$ cat config.mk
export PLATFORM = sky130hd
export DESIGN_NAME = rvfi_monitor_rv32imc
export DESIGN_NICKNAME = d
export VERILOG_FILES = /design/src/rtl/rvfi_mon_pkg.sv /design/src/rtl/rvfi_mon_lane_check.sv /design/src/rtl/rvfi_monitor_rv32imc.sv
export SDC_FILE = /design/constraint.sdc
export NUM_CORES = 2
export LEC_CHECK = 0
export BUFFER_PORTS_ARGS = -buffer_cell sky130_fd_sc_hd__buf_2
export CORE_ASPECT_RATIO = 1.4
export CORE_MARGIN = 10
export CORE_UTILIZATION = 45
export DETAILED_ROUTE_END_ITERATION = 10
export GPL_TIMING_DRIVEN = 1
export PLACE_DENSITY_LB_ADDON = 0.15
export SYNTH_ARGS = -nofsm -noshare
export SYNTH_HDL_FRONTEND = slang
export SYNTH_SLANG_ARGS = --single-unit
$ cat constraint.sdc
create_clock -name clock -period 9.7 [get_ports clock]
set_input_delay 1.455 -clock clock [delete_from_list [all_inputs] [get_ports clock]]
set_output_delay 1.455 -clock clock [all_outputs]
set_load 0.01 [all_outputs]
$ cat src/rtl/rvfi_mon_pkg.sv
// Shared types, error codes and helpers for the RVFI commit-stream monitor.
package rvfi_mon_pkg;

  localparam logic [15:0] ERR_NONE     = 16'd0;
  localparam logic [15:0] ERR_ORDER    = 16'd101;
  localparam logic [15:0] ERR_PC       = 16'd102;
  localparam logic [15:0] ERR_RS1      = 16'd103;
  localparam logic [15:0] ERR_RS2      = 16'd104;
  localparam logic [15:0] ERR_X0       = 16'd105;
  localparam logic [15:0] ERR_HALTED   = 16'd106;
  localparam logic [15:0] ERR_MEM_MASK = 16'd107;
  localparam logic [15:0] ERR_PC_ALIGN = 16'd108;
  localparam logic [15:0] ERR_INSN     = 16'd109;
  localparam logic [15:0] ERR_TRAP     = 16'd110;

  // One retire lane, restricted to the fields the monitor actually checks.
  typedef struct {
    logic        valid;
    logic [63:0] order;
    logic [31:0] insn;
    logic        trap;
    logic        halt;
    logic [4:0]  rs1_addr;
    logic [4:0]  rs2_addr;
    logic [4:0]  rd_addr;
    logic [31:0] rs1_rdata;
    logic [31:0] rs2_rdata;
    logic [31:0] rd_wdata;
    logic [31:0] pc_rdata;
    logic [31:0] pc_wdata;
    logic [3:0]  mem_rmask;
    logic [3:0]  mem_wmask;
  } lane_t;

  // Byte masks a naturally aligned byte, halfword or word access can produce.
  function automatic logic mask_legal(input logic [3:0] mask);
    logic ok;
    case (mask)
      4'b0000, 4'b0001, 4'b0010, 4'b0100, 4'b1000,
      4'b0011, 4'b1100, 4'b1111: ok = 1'b1;
      default:                   ok = 1'b0;
    endcase
    return ok;
  endfunction

endpackage

$ cat src/rtl/rvfi_mon_lane_check.sv
// Combinational check of a single retire lane; consumes the monitor state as left by
// lower lanes and produces the state seen by the next lane.
module rvfi_mon_lane_check
  import rvfi_mon_pkg::*;
(
  input  lane_t              i_lane,
  input  logic [63:0]        i_order,
  input  logic               i_first,
  input  logic [31:0]        i_last_pc,
  input  logic               i_halted,
  input  logic [31:0][31:0]  i_shadow,
  input  logic [31:0]        i_shadow_vld,
  output logic [15:0]        o_err,
  output logic [63:0]        o_order,
  output logic               o_first,
  output logic [31:0]        o_last_pc,
  output logic               o_halted,
  output logic [31:0][31:0]  o_shadow,
  output logic [31:0]        o_shadow_vld
);

  logic w_rs1_bad;
  logic w_rs2_bad;
  logic w_x0_bad;
  logic w_mask_bad;
  logic w_unused_insn;

  assign w_unused_insn = ^i_lane.insn[15:2];

  assign w_rs1_bad = (i_lane.rs1_addr != 5'd0) && i_shadow_vld[i_lane.rs1_addr] &&
                     (i_lane.rs1_rdata != i_shadow[i_lane.rs1_addr]);
  assign w_rs2_bad = (i_lane.rs2_addr != 5'd0) && i_shadow_vld[i_lane.rs2_addr] &&
                     (i_lane.rs2_rdata != i_shadow[i_lane.rs2_addr]);
  assign w_x0_bad  = ((i_lane.rd_addr  == 5'd0) && (i_lane.rd_wdata  != 32'd0)) ||
                     ((i_lane.rs1_addr == 5'd0) && (i_lane.rs1_rdata != 32'd0)) ||
                     ((i_lane.rs2_addr == 5'd0) && (i_lane.rs2_rdata != 32'd0));
  assign w_mask_bad = ((i_lane.mem_rmask != 4'd0) && (i_lane.mem_wmask != 4'd0)) ||
                      !mask_legal(i_lane.mem_rmask) || !mask_legal(i_lane.mem_wmask);

  always_comb begin
    o_err        = ERR_NONE;
    o_order      = i_order;
    o_first      = i_first;
    o_last_pc    = i_last_pc;
    o_halted     = i_halted;
    o_shadow     = i_shadow;
    o_shadow_vld = i_shadow_vld;

    if (i_lane.valid) begin
      if (i_lane.order != i_order) begin
        o_err = ERR_ORDER;
      end else if (!i_first && (i_lane.pc_rdata != i_last_pc)) begin
        o_err = ERR_PC;
      end else if (w_rs1_bad) begin
        o_err = ERR_RS1;
      end else if (w_rs2_bad) begin
        o_err = ERR_RS2;
      end else if (w_x0_bad) begin
        o_err = ERR_X0;
      end else if (i_halted) begin
        o_err = ERR_HALTED;
      end else if (w_mask_bad) begin
        o_err = ERR_MEM_MASK;
      end else if (i_lane.pc_rdata[0] || i_lane.pc_wdata[0]) begin
        o_err = ERR_PC_ALIGN;
      end else if ((i_lane.insn[1:0] != 2'b11) && (i_lane.insn[31:16] != 16'd0)) begin
        // A compressed encoding must leave the upper halfword zero.
        o_err = ERR_INSN;
      end else if (i_lane.trap) begin
        o_err = ERR_TRAP;
      end

      // State always advances, so a single fault does not cascade into later ones.
      o_order   = i_lane.order + 64'd1;
      o_last_pc = i_lane.pc_wdata;
      o_first   = 1'b0;
      o_halted  = i_halted | i_lane.halt;
      if (i_lane.rd_addr != 5'd0) begin
        o_shadow[i_lane.rd_addr]     = i_lane.rd_wdata;
        o_shadow_vld[i_lane.rd_addr] = 1'b1;
      end
    end
  end

endmodule

$ cat src/rtl/rvfi_monitor_rv32imc.sv
// RVFI commit-stream checker: chains one lane checker per retire channel and latches
// the first violation as a sticky error code.
module rvfi_monitor_rv32imc
  import rvfi_mon_pkg::*;
#(
  parameter int unsigned NRET = 1
) (
  input  logic                 clock,
  input  logic                 reset,
  input  logic [NRET-1:0]      rvfi_valid,
  input  logic [64*NRET-1:0]   rvfi_order,
  input  logic [32*NRET-1:0]   rvfi_insn,
  input  logic [NRET-1:0]      rvfi_trap,
  input  logic [NRET-1:0]      rvfi_halt,
  input  logic [NRET-1:0]      rvfi_intr,
  input  logic [2*NRET-1:0]    rvfi_mode,
  input  logic [5*NRET-1:0]    rvfi_rs1_addr,
  input  logic [5*NRET-1:0]    rvfi_rs2_addr,
  input  logic [5*NRET-1:0]    rvfi_rd_addr,
  input  logic [32*NRET-1:0]   rvfi_rs1_rdata,
  input  logic [32*NRET-1:0]   rvfi_rs2_rdata,
  input  logic [32*NRET-1:0]   rvfi_rd_wdata,
  input  logic [32*NRET-1:0]   rvfi_pc_rdata,
  input  logic [32*NRET-1:0]   rvfi_pc_wdata,
  input  logic [32*NRET-1:0]   rvfi_mem_addr,
  input  logic [4*NRET-1:0]    rvfi_mem_rmask,
  input  logic [4*NRET-1:0]    rvfi_mem_wmask,
  input  logic [32*NRET-1:0]   rvfi_mem_rdata,
  input  logic [32*NRET-1:0]   rvfi_mem_wdata,
  input  logic [NRET-1:0]      rvfi_mem_extamo,
  output logic [15:0]          errcode
);

  logic [63:0]       r_order;
  logic              r_first;
  logic [31:0]       r_last_pc;
  logic              r_halted;
  logic [31:0][31:0] r_shadow;
  logic [31:0]       r_shadow_vld;
  logic [15:0]       r_errcode;

  lane_t             w_lane     [NRET];
  logic [15:0]       w_lane_err [NRET];
  logic [15:0]       w_err;
  logic              w_unused;

  assign w_unused = ^{rvfi_intr, rvfi_mode, rvfi_mem_extamo, rvfi_mem_addr,
                      rvfi_mem_rdata, rvfi_mem_wdata};

  always_comb begin
    for (int k = 0; k < NRET; k++) begin
      w_lane[k].valid     = rvfi_valid[k];
      w_lane[k].order     = rvfi_order[k*64 +: 64];
      w_lane[k].insn      = rvfi_insn[k*32 +: 32];
      w_lane[k].trap      = rvfi_trap[k];
      w_lane[k].halt      = rvfi_halt[k];
      w_lane[k].rs1_addr  = rvfi_rs1_addr[k*5 +: 5];
      w_lane[k].rs2_addr  = rvfi_rs2_addr[k*5 +: 5];
      w_lane[k].rd_addr   = rvfi_rd_addr[k*5 +: 5];
      w_lane[k].rs1_rdata = rvfi_rs1_rdata[k*32 +: 32];
      w_lane[k].rs2_rdata = rvfi_rs2_rdata[k*32 +: 32];
      w_lane[k].rd_wdata  = rvfi_rd_wdata[k*32 +: 32];
      w_lane[k].pc_rdata  = rvfi_pc_rdata[k*32 +: 32];
      w_lane[k].pc_wdata  = rvfi_pc_wdata[k*32 +: 32];
      w_lane[k].mem_rmask = rvfi_mem_rmask[k*4 +: 4];
      w_lane[k].mem_wmask = rvfi_mem_wmask[k*4 +: 4];
    end
  end

  // Each lane block owns its chained state; lane k reads lane k-1's outputs by name.
  for (genvar k = 0; k < NRET; k++) begin : g_lane
    logic [63:0]       w_order_in;
    logic              w_first_in;
    logic [31:0]       w_last_pc_in;
    logic              w_halted_in;
    logic [31:0][31:0] w_shadow_in;
    logic [31:0]       w_shadow_vld_in;
    logic [63:0]       w_order_out;
    logic              w_first_out;
    logic [31:0]       w_last_pc_out;
    logic              w_halted_out;
    logic [31:0][31:0] w_shadow_out;
    logic [31:0]       w_shadow_vld_out;

    if (k == 0) begin : g_head
      assign w_order_in      = r_order;
      assign w_first_in      = r_first;
      assign w_last_pc_in    = r_last_pc;
      assign w_halted_in     = r_halted;
      assign w_shadow_in     = r_shadow;
      assign w_shadow_vld_in = r_shadow_vld;
    end else begin : g_tail
      assign w_order_in      = g_lane[k-1].w_order_out;
      assign w_first_in      = g_lane[k-1].w_first_out;
      assign w_last_pc_in    = g_lane[k-1].w_last_pc_out;
      assign w_halted_in     = g_lane[k-1].w_halted_out;
      assign w_shadow_in     = g_lane[k-1].w_shadow_out;
      assign w_shadow_vld_in = g_lane[k-1].w_shadow_vld_out;
    end

    rvfi_mon_lane_check u_lane_check (
      .i_lane       (w_lane[k]),
      .i_order      (w_order_in),
      .i_first      (w_first_in),
      .i_last_pc    (w_last_pc_in),
      .i_halted     (w_halted_in),
      .i_shadow     (w_shadow_in),
      .i_shadow_vld (w_shadow_vld_in),
      .o_err        (w_lane_err[k]),
      .o_order      (w_order_out),
      .o_first      (w_first_out),
      .o_last_pc    (w_last_pc_out),
      .o_halted     (w_halted_out),
      .o_shadow     (w_shadow_out),
      .o_shadow_vld (w_shadow_vld_out)
    );
  end

  // Lowest-index failing lane wins.
  always_comb begin
    w_err = ERR_NONE;
    for (int k = 0; k < NRET; k++) begin
      if (w_err == ERR_NONE) begin
        w_err = w_lane_err[k];
      end
    end
  end

  always_ff @(posedge clock) begin
    if (!reset) begin
      r_order      <= 64'd0;
      r_first      <= 1'b1;
      r_last_pc    <= 32'd0;
      r_halted     <= 1'b0;
      r_shadow     <= '0;
      r_shadow_vld <= 32'd0;
      r_errcode    <= ERR_NONE;
    end else begin
      r_order      <= g_lane[NRET-1].w_order_out;
      r_first      <= g_lane[NRET-1].w_first_out;
      r_last_pc    <= g_lane[NRET-1].w_last_pc_out;
      r_halted     <= g_lane[NRET-1].w_halted_out;
      r_shadow     <= g_lane[NRET-1].w_shadow_out;
      r_shadow_vld <= g_lane[NRET-1].w_shadow_vld_out;
      if (r_errcode == ERR_NONE) begin
        r_errcode <= w_err;
      end
    end
  end

  assign errcode = r_errcode;

endmodule

==> reports/qor_table.md <==
| Quantity | This run |
|:---|:---|
| Final sum of negative setup slack | 0 ns |
| Final critical-path setup slack | 2.91 ns |
| Clock tree from TritonCTS | built |
| Cell Int Power | 7.94 mW |
| Die Y | 453 µm |
| Final design area excluding fillers | 66700 µm² |
| Area share of the leading cell type in the synthesized netlist | 38.5% |
| Final cell utilization of the core | 50.3% |
| Total DRC errors in the routed layout | 0 |
| Switching power | 3.05 mW |
| Clock transition at the registers of the reported paths | 0.06 ns |
| Unrepaired setup endpoints after global routing | false |
| Area growth syn-to-layout | 10.9% |
| I/O pin count | 400 |
| Combinational cell fraction of total power | 11.2% |
| Non-filler instance count after layout | 9018 |
| Worst Hold Margin | 0.451 ns |
| Global-route wire length before repair | 389000 µm |
| Synth area leader | sky130_fd_sc_hd__dfxtp_1 |
| Fraction of layout cells with a size suffix above 1 | 13.3% |
| Most common flop cell mapped by yosys | sky130_fd_sc_hd__dfxtp_1 |
| Synth cell types | 61 |
| Status | completed |
| Total power draw | 11.0 mW |
| Total track usage | 35.7% |
| Number of fill cells | 12600 |
| Worst clock skew on the final layout | 0.0346 ns |
| Ys Warns | 0 |
| Die outline width | 329 µm |
| Total setup buffers inserted after CTS | 0 |
| Crit Path Category | in2reg |
| Number of setup violations in the final report | 0 |
| Number of placed instances with taps included | 8775 |
| Ratio of final minimum period to clock period | 70.0% |
| Total number of vias | 57900 |
| Peak supply drop | 0.147 mV |
| Power per cell area | 165 nW/µm² |
| Req. time, crit path | 10.39 ns |
| Capturing instance or port of the critical path | errcode[3] |
| Count of port buffers added during placement | 275 |
| Largest net degree at the start of global routing | 211 |
| Top cells by instance count after synthesis | sky130_fd_sc_hd__nand2_1 (2114), sky130_fd_sc_hd__dfxtp_1 (1158), sky130_fd_sc_hd__a21oi_1 (1058), sky130_fd_sc_hd__mux2i_1 (667), sky130_fd_sc_hd__clkbuf_1 (523) |
| Clock period minus worst slack | 6.79 ns |
| Average instance area after synthesis | 8.28 µm² |
| Global placement routability congestion | 0.973 |
| Maximum clock frequency | 0.147 GHz |
| Average routed wire per standard cell | 30.7 µm |
| Initial DRT Pass Iterations | 6 |
| Worst setup slack after placement | 2.50 ns |
| H-tree depth | 3 |
| Depth of the worst register-to-register path | 13 |
| Std-Cell Rows | 158 |
| Part of the total power dissipated in the clock network | 44.6% |
| Static power due to leakage | 23.3 nW |
| Initial antenna violation count | 31 |
| Vias per std cell | 6.42 |
| CP Capture Type | register |
| Critical register-to-register path startpoint | g_lane[0].w_shadow_in[994] |
| Terminus of the critical flop-to-flop path | errcode[3] |
| Share of total power in sequential cells | 44.2% |
| Actual transition at the worst max-transition pin | 1.47 ns |
| Max Slew Vio Count | 0 |
| Initial core utilization | 45.4% |
| Post-layout nets | 7524 |
| Crit. Startpoint | rvfi_rs1_addr[1] |
| Relative slew slack | 2.07% |
| Detailed placement HPWL | 168000 µm |
| Proportion of register bits with asynchronous set or reset after synthesis | 0% |
| Number of buffers on the longest clock path | 3 |
| Worst EP arrival | 7.48 ns |
| Remaining number of nets flagged by the antenna check after routing | 0 |
| Max Cap Violations | 0 |
| Gates resized, CTS repair | 0 |
| Crit path launch type | input pin |
| Flip-flop and latch count after synthesis | 1158 |
| Sw Ratio | 27.7% |
| Number of violations reported at the end of detailed-routing iteration 0 | 7952 |
| Maximum fanout encountered on the critical timing path | 28 |
| Cell types occupying the most area after synthesis | sky130_fd_sc_hd__dfxtp_1 (39%), sky130_fd_sc_hd__nand2_1 (13%), sky130_fd_sc_hd__mux2i_1 (11%) |
| Combined area of all synthesized cells | 60200 µm² |
| Worst-case register-to-register setup slack | 4.68 ns |
| Number of global-route vias before repair | 54600 |
| Final hold violation count | 0 |
| Number of enable flip-flop cells after synthesis | 0 |
| Min-delay worst type | reg2reg |
| Number of buffers inserted during clock tree synthesis | 120 |
| Leading cell type by number of instances after synthesis | sky130_fd_sc_hd__nand2_1 |
| Area of the core region | 133000 µm² |
| Cells after synthesis | 7268 |
| Root Buffer | sky130_fd_sc_hd__clkbuf_16 |
| GRT overflow | 0 |
| DRT Wirelength | 276000 µm |
| Sequential cell area fraction in the yosys report | 38.5% |
| Clock Sinks | 1158 |
| Hold Startpoint | g_lane[0].w_first_in |
| Cell area reported after detailed placement | 62600 µm² |
| Total die area | 149000 µm² |
| Count of hold-fix buffers inserted at cts | 0 |
| Insertion delay of the later-clocked pin in the worst-skew pair | 0.79 ns |
==> sequential cells by signal (all words and copies together) (netlist names) <==
| signal | flops |
|---|---|
| g_lane.w_first_in | 1 |
| g_lane.w_last_pc_in | 32 |
| errcode | 5 |
| g_lane.w_order_in | 64 |
| g_lane.w_shadow_in | 1024 |
| g_lane.w_shadow_vld_in | 31 |
| g_lane.w_halted_in | 1 |
==> placed cells by master, fill, tap and decap left out, types with 10 or more instances in the layout <==
cell type and n:
sky130_fd_sc_hd__nand2_2 21, sky130_fd_sc_hd__conb_1 10, sky130_fd_sc_hd__nand2_1 2082, sky130_fd_sc_hd__o211ai_1 12
sky130_fd_sc_hd__clkbuf_1 24, sky130_fd_sc_hd__a211oi_1 55, sky130_fd_sc_hd__nor2_1 210, sky130_fd_sc_hd__a22o_1 10
sky130_fd_sc_hd__a221oi_1 28, sky130_fd_sc_hd__diode_2 19, sky130_fd_sc_hd__nand3_1 115, sky130_fd_sc_hd__clkbuf_16 120
sky130_fd_sc_hd__mux4_2 243, sky130_fd_sc_hd__buf_2 270, sky130_fd_sc_hd__clkbuf_8 35, sky130_fd_sc_hd__buf_12 11
sky130_fd_sc_hd__and3_1 16, sky130_fd_sc_hd__buf_4 127, sky130_fd_sc_hd__nor4_1 59, sky130_fd_sc_hd__nand4_1 69
sky130_fd_sc_hd__xor2_1 94, sky130_fd_sc_hd__inv_1 10, sky130_fd_sc_hd__nor2_4 33, sky130_fd_sc_hd__a22oi_1 276
sky130_fd_sc_hd__nor3_1 18, sky130_fd_sc_hd__clkinv_2 22, sky130_fd_sc_hd__mux2i_1 667, sky130_fd_sc_hd__or3_1 22
sky130_fd_sc_hd__a21oi_1 1058, sky130_fd_sc_hd__a311oi_1 14, sky130_fd_sc_hd__and2_1 39, sky130_fd_sc_hd__xnor2_1 100
sky130_fd_sc_hd__nand2_4 11, sky130_fd_sc_hd__o21ai_0 63, sky130_fd_sc_hd__dfxtp_1 1158
==> worst min-delay path by stage <==
stage	cells past startpoint	slack [ns]	endpoint
2_1_floorplan	2	0.43	g_lane[0].w_first_in
3_3_place_gp	2	0.44	g_lane[0].w_first_in
3_5_place_dp	2	0.45	g_lane[0].w_first_in
4_1_cts	2	0.46	g_lane[0].w_first_in
5_1_grt	2	0.48	g_lane[0].w_shadow_in[213]
6_report	2	0.45	g_lane[0].w_first_in
==> critical path, stage by stage <==
cell and delay (ns):
sky130_fd_sc_hd__buf_2 0.58, sky130_fd_sc_hd__nor2b_4 0.79, sky130_fd_sc_hd__buf_4 0.56, sky130_fd_sc_hd__buf_4 0.58, sky130_fd_sc_hd__a22oi_1 0.18, sky130_fd_sc_hd__and3_1 0.25
sky130_fd_sc_hd__a31oi_1 0.20, sky130_fd_sc_hd__and3_1 0.36, sky130_fd_sc_hd__xor2_1 0.19, sky130_fd_sc_hd__nand4_1 0.30, sky130_fd_sc_hd__nor4_2 1.02, sky130_fd_sc_hd__a21oi_1 0.30
sky130_fd_sc_hd__or4_1 0.47, sky130_fd_sc_hd__o21ai_1 0.14
==> power groups by stage <==
stage / Clock, mW / Sequential (mW) / Combinational [mW]
6_report: 4.89 / 4.86 / 1.23
5_1_grt: 5.08 / 4.86 / 1.25
4_1_cts: 4.90 / 4.86 / 1.18
3_5_place_dp: 0 / 4.97 / 1.18
3_3_place_gp: 0 / 4.96 / 1.17
2_1_floorplan: 0 / 4.95 / 0.693
==> cell families (layout without fill, tap and decap cells) <==
kind of cell | count (synthesis) | after routing | synth area share (%)
AO/OA/AOI/OAI | 1559 | 1559 | 14.9
XOR/XNOR | 194 | 194 | 2.82
adder cells (fa/ha/maj) | 3 | 3 | 0.0624
buffers and inverters | 690 | 652 | 4.79
flip-flops | 1158 | 1158 | 38.5
multiplexers | 917 | 917 | 20.3
other | 1 | 29 | 0.00623
AND/OR/NAND/NOR | 2746 | 2746 | 18.5
==> cell type report <==
class	count	area [µm²]	area share, %
repair buffers	413	2590	3.88
multi-input cells	5429	34600	51.8
clock buffers	179	3570	5.36
well taps	1760	2200	3.30
clock inverters	45	502	0.752
inverters	15	63.8	0.0956
flip-flops and latches	1158	23200	34.7
diodes	19	47.5	0.0712
==> layer usage <==
metal	track usage [%]	vias to the layer above	wire length (µm)
met3	10.8	1142	35200
met1	42.7	27700	98200
met2	53.0	4008	119000
li1	-	25100	-
met4	27.4	35	23800
met5	0.681	-	365
Power figures use the tool's default switching activity.
